[src/rtl/mig_ui_pkg.sv]
// Shared MIG user-interface command encodings and arbiter state type.
package mig_ui_pkg;

  localparam logic [2:0] CMD_WRITE = 3'b000;
  localparam logic [2:0] CMD_READ  = 3'b001;

  typedef enum logic [1:0] {
    CAL    = 2'd0,
    GNT_RD = 2'd1,
    GNT_WR = 2'd2,
    TURN   = 2'd3
  } arb_state_t;

endpackage

[src/rtl/credit_counter.sv]
// Up/down credit counter that saturates at MAX and never wraps below zero.
module credit_counter #(
  parameter int MAX = 8
) (
  input  logic                       clk_in,
  input  logic                       rst_in,
  input  logic                       inc,
  input  logic                       dec,
  output logic [$clog2(MAX+1)-1:0]   count,
  output logic                       full
);

  localparam int W = $clog2(MAX + 1);

  assign full = (count == W'(MAX));

  // Count up on inc, down on dec; simultaneous inc and dec cancel out.
  // NOTE: state is updated with non-blocking assignments so every flop samples pre-edge values.
  always_ff @(posedge clk_in or posedge rst_in) begin
    if (rst_in) begin
      count <= '0;
    end else if (inc && !dec && !full) begin
      count <= count + 1'b1;
    end else if (dec && !inc && count != '0) begin
      count <= count - 1'b1;
    end
  end

  // A return with nothing in flight points at a broken downstream.
  underflow_a : assert property (@(posedge clk_in) disable iff (rst_in)
    !(dec && !inc && count == '0));

endmodule

[src/rtl/mig_cmd_arbiter.sv]
// Arbitrates the single MIG UI command port between a write and a read stream
// with bounded bursts, a one-cycle turnaround, starvation relief and read credits.
module mig_cmd_arbiter
  import mig_ui_pkg::*;
#(
  parameter int WR_BURST     = 16,
  parameter int RD_BURST     = 16,
  parameter int MAX_RD_OUT   = 8,
  parameter int STARVE_LIMIT = 64
) (
  input  logic                              clk_in,
  input  logic                              rst_in,
  input  logic                              init_calib_complete,
  input  logic                              wr_req_valid,
  output logic                              wr_req_ready,
  input  logic [26:0]                       wr_req_addr,
  input  logic [127:0]                      wr_req_data,
  input  logic                              rd_req_valid,
  output logic                              rd_req_ready,
  input  logic [26:0]                       rd_req_addr,
  output logic [26:0]                       app_addr,
  output logic [2:0]                        app_cmd,
  output logic                              app_en,
  output logic [127:0]                      app_wdf_data,
  output logic                              app_wdf_wren,
  output logic                              app_wdf_end,
  input  logic                              app_rdy,
  input  logic                              app_wdf_rdy,
  input  logic                              app_rd_data_valid,
  output logic [$clog2(MAX_RD_OUT+1)-1:0]   rd_outstanding,
  output logic [1:0]                        state_out
);

  localparam int BURST_MAX = (WR_BURST > RD_BURST) ? WR_BURST : RD_BURST;
  localparam int BURST_W   = $clog2(BURST_MAX + 1);
  localparam int STARVE_W  = $clog2(STARVE_LIMIT + 1);

  arb_state_t           state, state_nxt;
  logic                 prev_rd;
  logic [BURST_W-1:0]   burst_cnt, burst_limit;
  logic [STARVE_W-1:0]  starve_cnt;
  logic                 rd_full, rd_eligible, wr_eligible;
  logic                 is_rd, is_wr, granted;
  logic                 rd_issue, wr_issue, cmd_accept;
  logic                 own_eligible, other_eligible, burst_hit, switch_req;

  assign is_rd   = (state == GNT_RD);
  assign is_wr   = (state == GNT_WR);
  assign granted = is_rd || is_wr;

  assign wr_eligible = wr_req_valid;
  assign rd_eligible = rd_req_valid && !rd_full;

  assign rd_issue   = is_rd && rd_eligible && app_rdy;
  assign wr_issue   = is_wr && wr_req_valid && app_rdy && app_wdf_rdy;
  assign cmd_accept = rd_issue || wr_issue;

  assign own_eligible   = is_rd ? rd_eligible : wr_eligible;
  assign other_eligible = is_rd ? wr_eligible : rd_eligible;
  assign burst_limit    = is_rd ? BURST_W'(RD_BURST) : BURST_W'(WR_BURST);

  // The limit includes the command accepted this cycle, so a grant hands over
  // straight after its last allowed command instead of idling one extra cycle.
  assign burst_hit  = (burst_cnt == burst_limit) ||
                      (cmd_accept && burst_cnt == burst_limit - 1'b1);
  assign switch_req = granted && other_eligible &&
                      (burst_hit || !own_eligible || starve_cnt == STARVE_W'(STARVE_LIMIT));

  assign state_out = state;

  credit_counter #(.MAX(MAX_RD_OUT)) u_rd_credit (
    .clk_in (clk_in),
    .rst_in (rst_in),
    .inc    (rd_issue),
    .dec    (app_rd_data_valid),
    .count  (rd_outstanding),
    .full   (rd_full)
  );

  // State register.
  always_ff @(posedge clk_in or posedge rst_in) begin
    if (rst_in) state <= CAL;
    else        state <= state_nxt;
  end

  // Burst, starvation and last-direction bookkeeping.
  always_ff @(posedge clk_in or posedge rst_in) begin
    if (rst_in) begin
      burst_cnt  <= '0;
      starve_cnt <= '0;
      prev_rd    <= 1'b0;
    end else begin
      if (!granted)                                   burst_cnt <= '0;
      else if (cmd_accept && burst_cnt != burst_limit) burst_cnt <= burst_cnt + 1'b1;

      if (state == TURN)
        starve_cnt <= '0;
      else if (granted && other_eligible && starve_cnt != STARVE_W'(STARVE_LIMIT))
        starve_cnt <= starve_cnt + 1'b1;

      if (is_rd)      prev_rd <= 1'b1;
      else if (is_wr) prev_rd <= 1'b0;
    end
  end

  // Next state and the UI port mux; CAL and TURN leave everything idle.
  // NOTE: every output gets a default first so no path can infer a latch.
  always_comb begin
    state_nxt    = state;
    app_addr     = '0;
    app_cmd      = '0;
    app_en       = 1'b0;
    app_wdf_data = '0;
    app_wdf_wren = 1'b0;
    app_wdf_end  = 1'b0;
    wr_req_ready = 1'b0;
    rd_req_ready = 1'b0;
    case (state)
      CAL: begin
        if (init_calib_complete) state_nxt = GNT_RD;
      end
      GNT_RD: begin
        app_cmd      = CMD_READ;
        app_addr     = rd_req_addr;
        app_en       = rd_issue;
        rd_req_ready = app_rdy && !rd_full;
        if (switch_req) state_nxt = TURN;
      end
      GNT_WR: begin
        app_cmd      = CMD_WRITE;
        app_addr     = wr_req_addr;
        app_wdf_data = wr_req_data;
        app_en       = wr_issue;
        app_wdf_wren = wr_issue;
        app_wdf_end  = wr_issue;
        wr_req_ready = app_rdy && app_wdf_rdy;
        if (switch_req) state_nxt = TURN;
      end
      TURN: begin
        state_nxt = prev_rd ? GNT_WR : GNT_RD;
      end
      default: state_nxt = CAL;
    endcase
  end

endmodule

[config.mk]
export PLATFORM = sky130hd
export DESIGN_NAME = mig_cmd_arbiter
export DESIGN_NICKNAME = d
export VERILOG_FILES = /design/src/rtl/mig_ui_pkg.sv /design/src/rtl/credit_counter.sv /design/src/rtl/mig_cmd_arbiter.sv
export SDC_FILE = /design/constraint.sdc
export NUM_CORES = 1
export LEC_CHECK = 0
export ABC_AREA = 0
export BUFFER_PORTS_ARGS = -buffer_cell sky130_fd_sc_hd__buf_2
export CORE_AREA = 2 2 138 140
export DETAILED_ROUTE_END_ITERATION = 8
export DIE_AREA = 0 0 140 142
export PLACE_DENSITY = 0.43
export SLEW_MARGIN = 20
export SYNTH_ARGS = -nofsm -noshare
export SYNTH_HDL_FRONTEND = slang
export SYNTH_SLANG_ARGS = --single-unit
[constraint.sdc]
create_clock -name clk_in -period 5.3 [get_ports clk_in]
set_input_delay 0.53 -clock clk_in [delete_from_list [all_inputs] [get_ports clk_in]]
set_output_delay 0.53 -clock clk_in [all_outputs]
set_load 0.005 [all_outputs]
# Yosys cells after proc, flatten, opt, wreduce, memory -nomap -nowiden
# Index checks and enable logic that the tools add are counted.
# classes
addsub	4
eq_ne	12
n_mux	21
reduce_logical	33
# op_table
operator	n
two-way mux 128 bit	1
case mux 27 bit (2 select lines)	1
logical AND 1 bit	17
two-way mux 7 bit	2
two-way mux 5 bit	2
two-way mux 1 bit	8
two-way mux 4 bit	2
adder 7 x 1 -> 7 bit (second input constant)	1
equality test 7 bit (second input constant)	1
!= test 7 bit (second input constant)	1
two-way mux 2 bit	3
case mux 2 bit (3 select lines)	1
nonzero test 2 bit	3
adder 5 x 1 -> 5 bit (second input constant)	1
equality test 5 x 4 -> 1 bit (second input constant)	1
equality test 5 bit (second input constant)	1
logical OR 1 bit	5
!= test 5 bit (second input constant)	1
adder 4 x 1 -> 4 bit (second input constant)	1
equality test 2 bit (second input constant)	2
equality test 4 bit (second input constant)	1
zero test 1 bit	4
!= test 2 x 1 -> 1 bit (second input constant)	2
nonzero test 4 bit	1
other kinds (7)	7
# word_totals
ff_bits	19
in_bits	190
output_inout_bits	169
word_cells	75

# Depth between registers and ports, before layout
# Gate-level depths: netlist (run 1).
# logic_depth
depth_word	13
depth_mapped	10
mapped_depth_nobuf	10

# By module
# A second synthesis (run 1) with hierarchy kept.
# unflattened
cells_unflattened	321
area_unflattened_um2	2577.5
# by_module_without_submodules
mod	instances	cells_per_inst	area_each_um2	seq_area_each_um2
mig_cmd_arbiter	1	296	2277.2	375.4
credit_counter	1	25	300.3	100.1

# Worst setup path before layout (run 1)
# Ideal clock, no wire load.
# synth_path
path_kind	reg2reg
start	register state[1], in the netlist state_out[1]
end	register u_rd_credit.count[3]
setup_time_ns	0.126
arrival_time_ns	2.420
required_time_ns	5.174
slack_ns	2.754
path_stages_with_launch	11
path_buffers	0
synth_period_minus_slack_ns	2.546
path_cell_list	dfrtp_1 > inv_1 > ha_1 > nand3_1 > or3_1 > ha_1 > a21o_2 > a21oi_1 > and3_1 > o21ai_0 > o311a_1
# synth_via
elab_chain_cells	7
elab_cells_between_ends	10
cone_classes	eq/ne: 1; mux: 1; reduce/logical: 8
# synth_rtl
element	line_no	source
start, declared	mig_cmd_arbiter.sv:38	arb_state_t state, state_nxt;
start signal, assigned	mig_cmd_arbiter.sv:83	else state <= state_nxt;
equality test 2 x 1 -> 1 bit *	mig_cmd_arbiter.sv:47	assign is_rd = (state == GNT_RD);
net is_rd	mig_cmd_arbiter.sv:43	logic is_rd, is_wr, granted;
logical AND 1 bit * (2 in series)	mig_cmd_arbiter.sv:54	assign rd_issue = is_rd && rd_eligible && app_rdy;
zero test 1 bit	credit_counter.sv:24	end else if (dec && !inc && count != '0) begin
logical AND 1 bit (2 in series)	credit_counter.sv:24	
nonzero test 2 bit (no line)	n/a	
end signal, assigned	credit_counter.sv:23	count <= count + 1'b1;
end signal, assigned	credit_counter.sv:25	count <= count - 1'b1;
end, declared	credit_counter.sv:9	output logic [$clog2(MAX+1)-1:0] count,
# Mark *: on every way through the listed nets, which the timed path passes. The rest lies on a longest branch.
# A chain may end at the register's enable or synchronous reset.

# Worst setup path after layout (run 1)
# layout_path
start	register state[1], in the netlist state_out[1]
end	output port app_addr[12]
# layout_via
elab_chain_cells	2
elab_cells_between_ends	3
cone_classes	eq/ne: 2; mux: 1
# layout_rtl
element	line_no	source
equality test 2 bit or equality test 2 x 1 -> 1 bit (tied branches)	mig_cmd_arbiter.sv:118	case (state)
case mux 27 bit (2 select lines) *	mig_cmd_arbiter.sv:118	
end, declared	mig_cmd_arbiter.sv:21	output logic [26:0] app_addr,
# Mark *: on every way between the ends. The rest lies on a longest branch, timed or not.

==> impl_metrics.yaml, run 1 <==
outcome:
  status: "complete, but fails checks"
  violations: "DRC"
job:
  drv_cap: 0
global_routing:
  grt_max_degree: 91
  grt_pass1_vias: 3589
  antenna_found_initial: 19
  grt_pass1_wl_um: 23750
  gr-total-overflow: 0
  track_usage: 0.1608
timing:
  maxSlewHeadroom: 0.3194
  tightestPinTransition_ns: 1.021
  fin_crit_sh: 0.5976
  finClkSkew_ns: 0.002496
  fmax_ghz: 0.3157
  final.min_clock_period_ns: 3.167
  slew_violations: 0
  rsz0062_at_grt: "false"
  setup_viol: 0
  hold_viol_final: 0
  setup_tns_ns: 0
cts:
  clk_latency_ns: 0.26
  post_cts_buffers: 0
  cts.sinks: 19
  clk_pin_slew_ns: 0.06
  max-clock-path-buffers: 2
  tritoncts: "done"
  cts_buffers: 3
  htree_num_levels: 1
  hold_buffers: 0
  root_buffer: "clkbuf_16"
  cts_resized: 0
place:
  io_buffers: 356
  hpwl_um: 14710
  gp_congestion: 0.8056
  placedCellCount: 879
  postPlaceCellArea_mm2: 0.004436
power_and_ir_drop:
  p_leak_nw: 2.741
  ir_drop_uv: 153.3
  cellPowerDensity_mw_per_mm2: 386.3
floorplan:
  placementRows: 50
  die_h_um: 142
  initial_core_util: 0.1327
  die_x_um: 140
  pin_count: 359
  core_area_mm2: 0.01846
  die_area_mm2: 0.01988
routing:
  ant_nets: 0
  drt_iter0_drc: 291
  routed_wirelength_um: 16810
  first_pass_iters: 6
  routedWlPerCell_um: 18.76
  drc_errors: 26
  num_vias: 3532
  via_per_inst: 3.942
synthesis:
  synth_ff_type: "dfrtp_1"
  synthTopCellsByArea: "and2_1 (33%), dfrtp_1 (19%), a22o_1 (9.7%)"
  ys_seq_elements: 19
  postSynthCellCount: 313
  yosysTopAreaCellShare: 0.3345
  synthArstFlopShare: 1.000
  synth_common_cells: "and2_1 (131), a22o_1 (27), dfrtp_1 (19), clkbuf_1 (18), nor2_1 (15)"
  synth_edf_count: 0
  synth-seq-area-share: 0.1941
  syn_avg_cell_area_um2: 7.827
  synth_warnings: 0
  syn_area_mm2: 0.002450
  synth_cell_type_count: 44
  yosysMostFrequentCell: "and2_1"
  synth_top_area_cell: "and2_1"
final_layout:
  fill_cells: 2119
  post-route-util: 0.2464
  fin_area_mm2: 0.004547
  drive_gt1_frac: 0.5763
  syn_to_final_growth_pct: 85.60
  fin_cells: 896
  nets: 853
worst_hold_path:
  min_path_type: "primary input to async pin"
worst_setup_path:
  cp_slowest_cell: "and2_1"
  criticalPathCategory: "flop to output pin"
  crit_path_end_kind: "output pin"
  cp_cell_sequence: "inv_1, ha_1, and2_1, a22o_1, buf_2"
  max_stage_delay_ns: 0.86
  crit_family: "simple AND/OR/NAND/NOR gates"
  cp_max_fo: 28
  cp_data_arrival_time_ns: 2.64
  worst-path-buf-inv: 2
  worst_setup_path_start_kind: "flop"
  crit_required_ns: 4.77
[registers in the layout, summed over array words and instances (netlist names)]
register and count:
starve_cnt 7, burst_cnt 5, u_rd_credit.count 4, state_out 2
prev_rd 1
[final cells by class]
class | instances | area [um^2] | area share
multi-input cells | 257 | 1833 | 0.4031
repair buffers | 357 | 1789 | 0.3935
flip-flops and latches | 19 | 475.5 | 0.1046
well taps | 234 | 292.8 | 0.06439
clock buffers | 4 | 78.83 | 0.01734
inverters | 12 | 45.04 | 0.009906
diodes | 13 | 32.53 | 0.007155
[logic make-up (layout without fill, tap and decap cells)]
group | after synthesis | count (layout) | synth area share
XOR/XNOR | 9 | 9 | 0.03218
multiplexers | 5 | 5 | 0.02349
other | 1 | 15 | 0.001531
AO/OA/AOI/OAI | 47 | 47 | 0.1609
adder cells (fa/ha/maj) | 13 | 13 | 0.06946
flip-flops | 19 | 19 | 0.1941
AND/OR/NAND/NOR | 181 | 181 | 0.4540
buffers and inverters | 38 | 373 | 0.06435
[per-stage QoR]
step / total power, mW / hold WS, ns / setup WS [ns]
final: 1.757 / 0.4325 / 2.133
after global placement: 1.631 / 0.5312 / 2.501
after floorplan: 1.005 / 0.4772 / 2.754
after CTS: 1.796 / 0.4800 / 2.151
after global routing: 1.943 / 0.5287 / 1.941
after detailed placement: 1.621 / 0.5344 / 2.395
[power by group]
| part | leakage [nW] | switching (mW) | total [mW] | internal (mW) |
|---|---|---|---|---|
| clock network | 0.0382 | 0.0583 | 0.161 | 0.103 |
| logic | 2.46 | 0.705 | 1.34 | 0.638 |
| registers | 0.248 | 0.0617 | 0.252 | 0.191 |
| total | 2.74 | 0.825 | 1.76 | 0.931 |
[path summary, 6_finish.rpt]
| kind | from | to | slack, ns | cells after the start |
|---|---|---|---|---|
| max | state_out[1] | app_addr[12] | 2.13 | 5 |
| min | rst_in | u_rd_credit.count[0] | 0.43 | 2 |
| max reg2reg | state_out[1] | u_rd_credit.count[3] | 2.39 | 10 |
| min reg2reg | prev_rd | prev_rd | 0.53 | 1 |
| max in group asynchronous | rst_in | state_out[1] | 4.36 | 2 |
| min in group clk_in | prev_rd | prev_rd | 0.53 | 1 |
[routing by layer]
metal / wire length, um / GRT usage / part of all wire / vias up
met3: 2671 / 0.06528 / 0.16 / 11
met1: 7195 / 0.2384 / 0.43 / 1596
met4: 129 / 0.02446 / 0.0077 / 4
met2: 6786 / 0.2193 / 0.40 / 188
li1: - / - / - / 1733
met5: 27 / 0 / 0.0016 / -
[worst reg2reg max path: cells and delay by family, from the launching register on]
family                   cells  cell delay [ns]
AO/OA/AOI/OAI                4             0.68
adder cells (fa/ha/maj)      2             0.63
buffers and inverters        1             0.14
flip-flops                   1             0.46
AND/OR/NAND/NOR              3             0.90
[placed cells by master, fill, tap and decap left out, drive strengths merged]
cell	synthesis	layout
a21oi	5	5
nand2	5	5
clkbuf	18	4
nand3b	1	1
a211oi	1	1
o221a	1	1
nor2	15	15
o221ai	1	1
dfrtp	19	19
and4bb	1	1
nand2b	1	1
and2	131	131
buf	8	357
nor4	2	2
mux2	3	3
a21bo	2	2
a22o	27	27
o21ai	6	6
inv	12	12
o311a	1	1
fa	1	1
and3	5	5
or3	2	2
xor2	7	7
nand3	7	7
and4	1	1
nor3	3	3
nor4b	1	1
xnor2	2	2
conb	1	2
nor2b	2	2
a21o	2	2
nand4	4	4
mux2i	2	2
ha	12	12
o21bai	1	1
diode	0	13
Power figures use the tool's default switching activity.
==> run 2: changes to the inputs <==
--- a/config.mk
+++ b/config.mk
@@ -7,9 +7,9 @@
 export LEC_CHECK = 0
 export ABC_AREA = 0
 export BUFFER_PORTS_ARGS = -buffer_cell sky130_fd_sc_hd__buf_2
-export CORE_AREA = 2 2 138 140
+export CORE_AREA = 2 2 141 143
 export DETAILED_ROUTE_END_ITERATION = 8
-export DIE_AREA = 0 0 140 142
+export DIE_AREA = 0 0 143 145
 export PLACE_DENSITY = 0.43
 export SLEW_MARGIN = 20
 export SYNTH_ARGS = -nofsm -noshare
==> constraint.sdc (replaced) <==
create_clock -name clk_in -period 2.6 [get_ports clk_in]
set_input_delay 0.26 -clock clk_in [delete_from_list [all_inputs] [get_ports clk_in]]
set_output_delay 0.26 -clock clk_in [all_outputs]
set_load 0.005 [all_outputs]
==> run 2 against run 1 <==
Net effect: clock power rose by 100%; the run now ends clean; critical path type is now flop to flop; utilization shrank 0.45 points; cell count is 3.6% higher.
==> impl_metrics.yaml, run 2 (synthesized netlist as in run 1, its figures left out) <==
timing:
  maxSlewHeadroom: 0.4570
  final.min_clock_period_ns: 2.350
  setup_viol: 0
  fin_crit_sh: 0.9037
  holdWs_ns: 0.1686
  hold_viol_final: 0
  tightestPinTransition_ns: 0.8137
  fmax_ghz: 0.4256
  finClkSkew_ns: 0.001934
  fin_ws_ns: 0.2504
  rsz0062_at_grt: "false"
  slew_violations: 0
  setup_tns_ns: 0
place:
  placedCellCount: 918
  hpwl_um: 13120
  dp_slack_ns: 0.1711
  io_buffers: 356
  gp_congestion: 0.7899
  postPlaceCellArea_mm2: 0.004547
worst_setup_path:
  cp_cell_sequence: "inv_1, ha_1, nand3_1, or3_1, ha_1, a21o_2, a21oi_2, and3_1, o21ai_0, o311a_1"
  path_depth: 10
  crit_path_frequent_cell: "ha_1"
  crit_family: "simple AND/OR/NAND/NOR gates"
  crit_path_end_kind: "flop"
  cp_data_arrival_time_ns: 2.49
  crit_required_ns: 2.74
  worstRegToRegCells: 10
  criticalPathCategory: "flop to flop"
  cp_max_fo: 4
  worst-path-buf-inv: 1
  worst_setup_path_start_kind: "flop"
  max_stage_delay_ns: 0.37
  cp_slowest_cell: "dfrtp_1"
routing:
  drc_errors: 0
  first_pass_iters: 4
  ant_nets: 0
  via_per_inst: 3.794
  drt_iter0_drc: 146
  routed_wirelength_um: 15270
  routedWlPerCell_um: 16.46
  num_vias: 3521
final_layout:
  nets: 861
  drive_gt1_frac: 0.5845
  top_register: "starve_cnt"
  final_common_cell: "buf_2"
  fin_cells: 928
  layout_common_cells: "buf_2 (356), and2_1 (131), a22o_1 (27)"
  syn_to_final_growth_pct: 89.63
  largest_reg_flops: 7
  reg.largest.list: "starve_cnt: 7 flops, burst_cnt: 5 flops, u_rd_credit.count: 4 flops"
  fin_area_mm2: 0.004646
global_routing:
  grt_pass1_wl_um: 21990
  use_met3: 0.06271
  use_met2: 0.2261
  antenna_found_initial: 11
  grt_max_degree: 113
  gr-total-overflow: 0
  grt_busiest_layer: "met2"
  track_usage: 0.1380
  grt_pass1_vias: 3483
  use_met1: 0.1697
power_and_ir_drop:
  p_leak_nw: 2.786
  ir_drop_uv: 273.3
  cellPowerDensity_mw_per_mm2: 783.2
floorplan:
  placementRows: 51
  core_area_mm2: 0.01921
  die_x_um: 143
  initial_core_util: 0.1275
  die_area_mm2: 0.02074
  die_h_um: 145
  pin_count: 359
cts:
  htree_num_levels: 1
  root_buffer: "clkbuf_16"
  cts.sinks: 19
  clk_latency_ns: 0.25
  cts_buffers: 3
  max-clock-path-buffers: 2
  tritoncts: "done"
  clk_pin_slew_ns: 0.06
  hold_buffers: 0
outcome:
  status: "completed"
worst_hold_path:
  min_path_type: "primary input to async pin"
job:
  drv_cap: 0
run 2: cell count changes in the layout (fill, tap and decap cells not counted), sizes merged:
cell	change
clkbuf	-1
clkinv	+1
buf	+8
diode	-7
run 2: report_power, final:
part / switching, mW / total, mW / leakage [nW] / internal [mW]
clock network: 0.123 / 0.329 / 0.0409 / 0.207
logic: 1.43 / 2.81 / 2.50 / 1.38
registers: 0.110 / 0.498 / 0.248 / 0.388
total: 1.66 / 3.64 / 2.79 / 1.98
run 2: timing repair:
item	4_1_cts	5_1_grt
setup endpoints to repair	0	1
gates resized for setup	0	1
setup buffers	0	0
run 2: worst reg2reg max path: stages (launching register included):
cell and delay, ns:
dfrtp_1 0.37, inv_1 0.10, ha_1 0.18, nand3_1 0.13, or3_1 0.35, ha_1 0.28, a21o_2 0.22, a21oi_2 0.20
and3_1 0.20, o21ai_0 0.09, o311a_1 0.11
run 2: final timing paths:
path | from | to | slack (ns)
setup / recovery | state_out[1] | u_rd_credit.count[3] | 0.25
hold / removal | rst_in | state_out[0] | 0.17
setup reg to reg | state_out[1] | u_rd_credit.count[3] | 0.25
hold reg to reg | prev_rd | prev_rd | 0.53
max in group asynchronous | rst_in | state_out[1] | 1.93
min in group clk_in | init_calib_complete | state_out[0] | 0.36
run 2: layout make-up:
| class | instances | area [um^2] |
|---|---|---|
| Fill cell | 2207 | 14560 |
| Clock buffer | 3 | 75.07 |
| Clock inverter | 1 | 5.005 |
| Inverter | 12 | 45.04 |
| Sequential cell | 19 | 475.5 |
| Tap cell | 265 | 331.6 |
| Antenna cell | 6 | 15.01 |
| Timing Repair Buffer | 365 | 1862 |
| Multi-Input combinational cell | 257 | 1837 |
run 2: layer usage:
layer | share of wire | vias to the layer above
li1 | - | 1731
met1 | 0.42 | 1604
met2 | 0.46 | 172
met3 | 0.11 | 10
met4 | 0.0035 | 4
met5 | 0.0015 | -
run 2: per-stage QoR:
stage               power [mW]    util
floorplan                2.048       -
global placement         3.359  0.2367
detailed placement       3.335  0.2367
CTS                      3.685  0.2409
global route             4.003  0.2414
finish                   3.639  0.2419
==> run 3: changes to the inputs <==
--- a/config.mk
+++ b/config.mk
@@ -11,6 +11,7 @@
 export DETAILED_ROUTE_END_ITERATION = 8
 export DIE_AREA = 0 0 143 145
 export PLACE_DENSITY = 0.43
+export SETUP_SLACK_MARGIN = 0.3
 export SLEW_MARGIN = 20
 export SYNTH_ARGS = -nofsm -noshare
 export SYNTH_HDL_FRONTEND = slang
==> run 3 against run 2 <==
Net effect: cell area is 3.9% higher; via count is 0.40% lower; combinational power up 12%; clock skew grew 0.0014 ns; sequential power up 2%; clock power decreased by 3%; critical path depth is 1 lower; die area is the same; cell count rose by 0.97%; critical path type unchanged; critical endpoint is now u_rd_credit.count[2]; highest routed layer unchanged.
==> impl_metrics.yaml, run 3 (synthesized netlist as in run 1, its figures left out) <==
worst_setup_path:
  worst-path-buf-inv: 3
  reg2reg_slack_ns: 0.38
  crit_required_ns: 2.73
  max_stage_delay_ns: 0.38
  crit_path_end_kind: "flop"
  cp_data_arrival_time_ns: 2.35
  criticalPathCategory: "flop to flop"
  worst_setup_path_start_kind: "flop"
  cp_max_fo: 5
  cp_cell_sequence: "inv_2, ha_4, nand3_4, or3_4, buf_6, buf_6, fa_2, xor2_1, mux2_4"
  crit_family: "adder cells"
  crit_path_frequent_cell: "buf_6"
  cp_slowest_cell: "dfrtp_1"
final_layout:
  reg.largest.list: "starve_cnt: 7 flops, burst_cnt: 5 flops, u_rd_credit.count: 4 flops"
  final_common_cell: "buf_2"
  syn_to_final_growth_pct: 97.04
  largest_reg_flops: 7
  drive_gt1_frac: 0.6045
  top_register: "starve_cnt"
  layout_common_cells: "buf_2 (356), and2_1 (131), a22o_1 (27)"
  nets: 869
place:
  io_buffers: 356
  hpwl_um: 13280
  gp_congestion: 0.7808
  dp_slack_ns: 0.2344
routing:
  routed_wirelength_um: 15810
  drt_iter0_drc: 135
  routedWlPerCell_um: 16.88
  num_vias: 3507
  via_per_inst: 3.743
  drc_errors: 0
  first_pass_iters: 4
  ant_nets: 0
timing:
  setup_viol: 0
  setup_tns_ns: 0
  fin_crit_sh: 0.8542
  maxSlewHeadroom: 0.4757
  fin_ws_ns: 0.3791
  rsz0062_at_grt: "false"
  fmax_ghz: 0.4503
  finClkSkew_ns: 0.003313
  slew_violations: 0
  tightestPinTransition_ns: 0.7856
  final.min_clock_period_ns: 2.221
  hold_viol_final: 0
cts:
  clk_latency_ns: 0.25
  cts_buffers: 3
  tritoncts: "done"
  cts.sinks: 19
  clk_pin_slew_ns: 0.06
  max-clock-path-buffers: 2
  root_buffer: "clkbuf_16"
  htree_num_levels: 1
floorplan:
  die_h_um: 145
  die_x_um: 143
  die_area_mm2: 0.02074
  core_area_mm2: 0.01921
  pin_count: 359
  placementRows: 51
  initial_core_util: 0.1275
power_and_ir_drop:
  cellPowerDensity_mw_per_mm2: 825.0
  p_leak_nw: 2.843
  ir_drop_uv: 302.4
global_routing:
  antenna_found_initial: 10
  grt_pass1_wl_um: 22860
  grt_pass1_vias: 3531
  track_usage: 0.1448
  gr-total-overflow: 0
  grt_max_degree: 101
job:
  drv_cap: 0
outcome:
  status: "completed"
worst_hold_path:
  min_path_type: "primary input to async pin"
-- run 3: cell types whose count changed in the layout (fill, tap and decap cells not counted), moves of 2 or more --
cell / change
buf_12: +2
buf_4: +4
buf_6: +2
ha_1: -4
ha_4: +4
-- run 3: path summary, 6_finish.rpt --
kind / startpoint / end / depth (start not counted)
min in group clk_in: init_calib_complete / state_out[0] / 3
setup / recovery: state_out[1] / u_rd_credit.count[2] / 9
max in group asynchronous: rst_in / burst_cnt[4] / 2
hold reg to reg: prev_rd / prev_rd / 1
setup reg to reg: state_out[1] / u_rd_credit.count[2] / 9
hold / removal: rst_in / starve_cnt[4] / 2
-- run 3: repair_timing --
item	4_1_cts	5_1_grt
pin swaps	5	6
hold buffers	0	0
resized for setup	5	6
setup endpoints to repair	28	6
buffers inserted	6	6
-- run 3: layout make-up --
class | instances | area [um^2]
diodes | 7 | 17.52
clock buffers | 3 | 75.07
clock inverters | 1 | 5.005
fillers | 2189 | 14380
inverters | 12 | 45.04
multi-input cells | 257 | 1923
flip-flops and latches | 19 | 475.5
well taps | 265 | 331.6
repair buffers | 373 | 1954
-- run 3: stage by stage --
stage | cell area (um^2) | instances | util | power, mW | hold WS, ns
2_1_floorplan | 2480 | 314 | - | 2.081 | 0.2111
3_3_place_gp | 4568 | 914 | 0.2378 | 3.461 | 0.4892
3_5_place_dp | 4568 | 914 | 0.2378 | 3.434 | 0.4822
4_1_cts | 4726 | 924 | 0.2460 | 3.922 | 0.2091
5_1_grt | 4817 | 933 | 0.2508 | 4.361 | 0.2437
6_report | 4827 | 937 | 0.2513 | 3.983 | 0.1590
-- run 3: layer usage --
metal / up-vias / wire length (um) / part of all wire / global-route usage
met5: - / 11 / 0.00070 / 0
met4: 2 / 126 / 0.0080 / 0.02921
li1: 1748 / - / - / -
met2: 161 / 7151 / 0.45 / 0.2268
met3: 10 / 2102 / 0.13 / 0.06865
met1: 1586 / 6422 / 0.41 / 0.1810
-- run 3: worst register-to-register path: cells and delay by family, from the launching register on --
| kind | cells | cell delay [ns] |
|---|---|---|
| adder cells (fa/ha/maj) | 2 | 0.52 |
| flip-flops | 1 | 0.38 |
| XOR/XNOR | 1 | 0.15 |
| AND/OR/NAND/NOR | 2 | 0.46 |
| buffers and inverters | 3 | 0.33 |
| multiplexers | 1 | 0.25 |
-- run 3: power breakdown --
group,internal (mW),switching [mW]
Clock,0.206,0.112
Sequential,0.388,0.121
Combinational,1.60,1.55
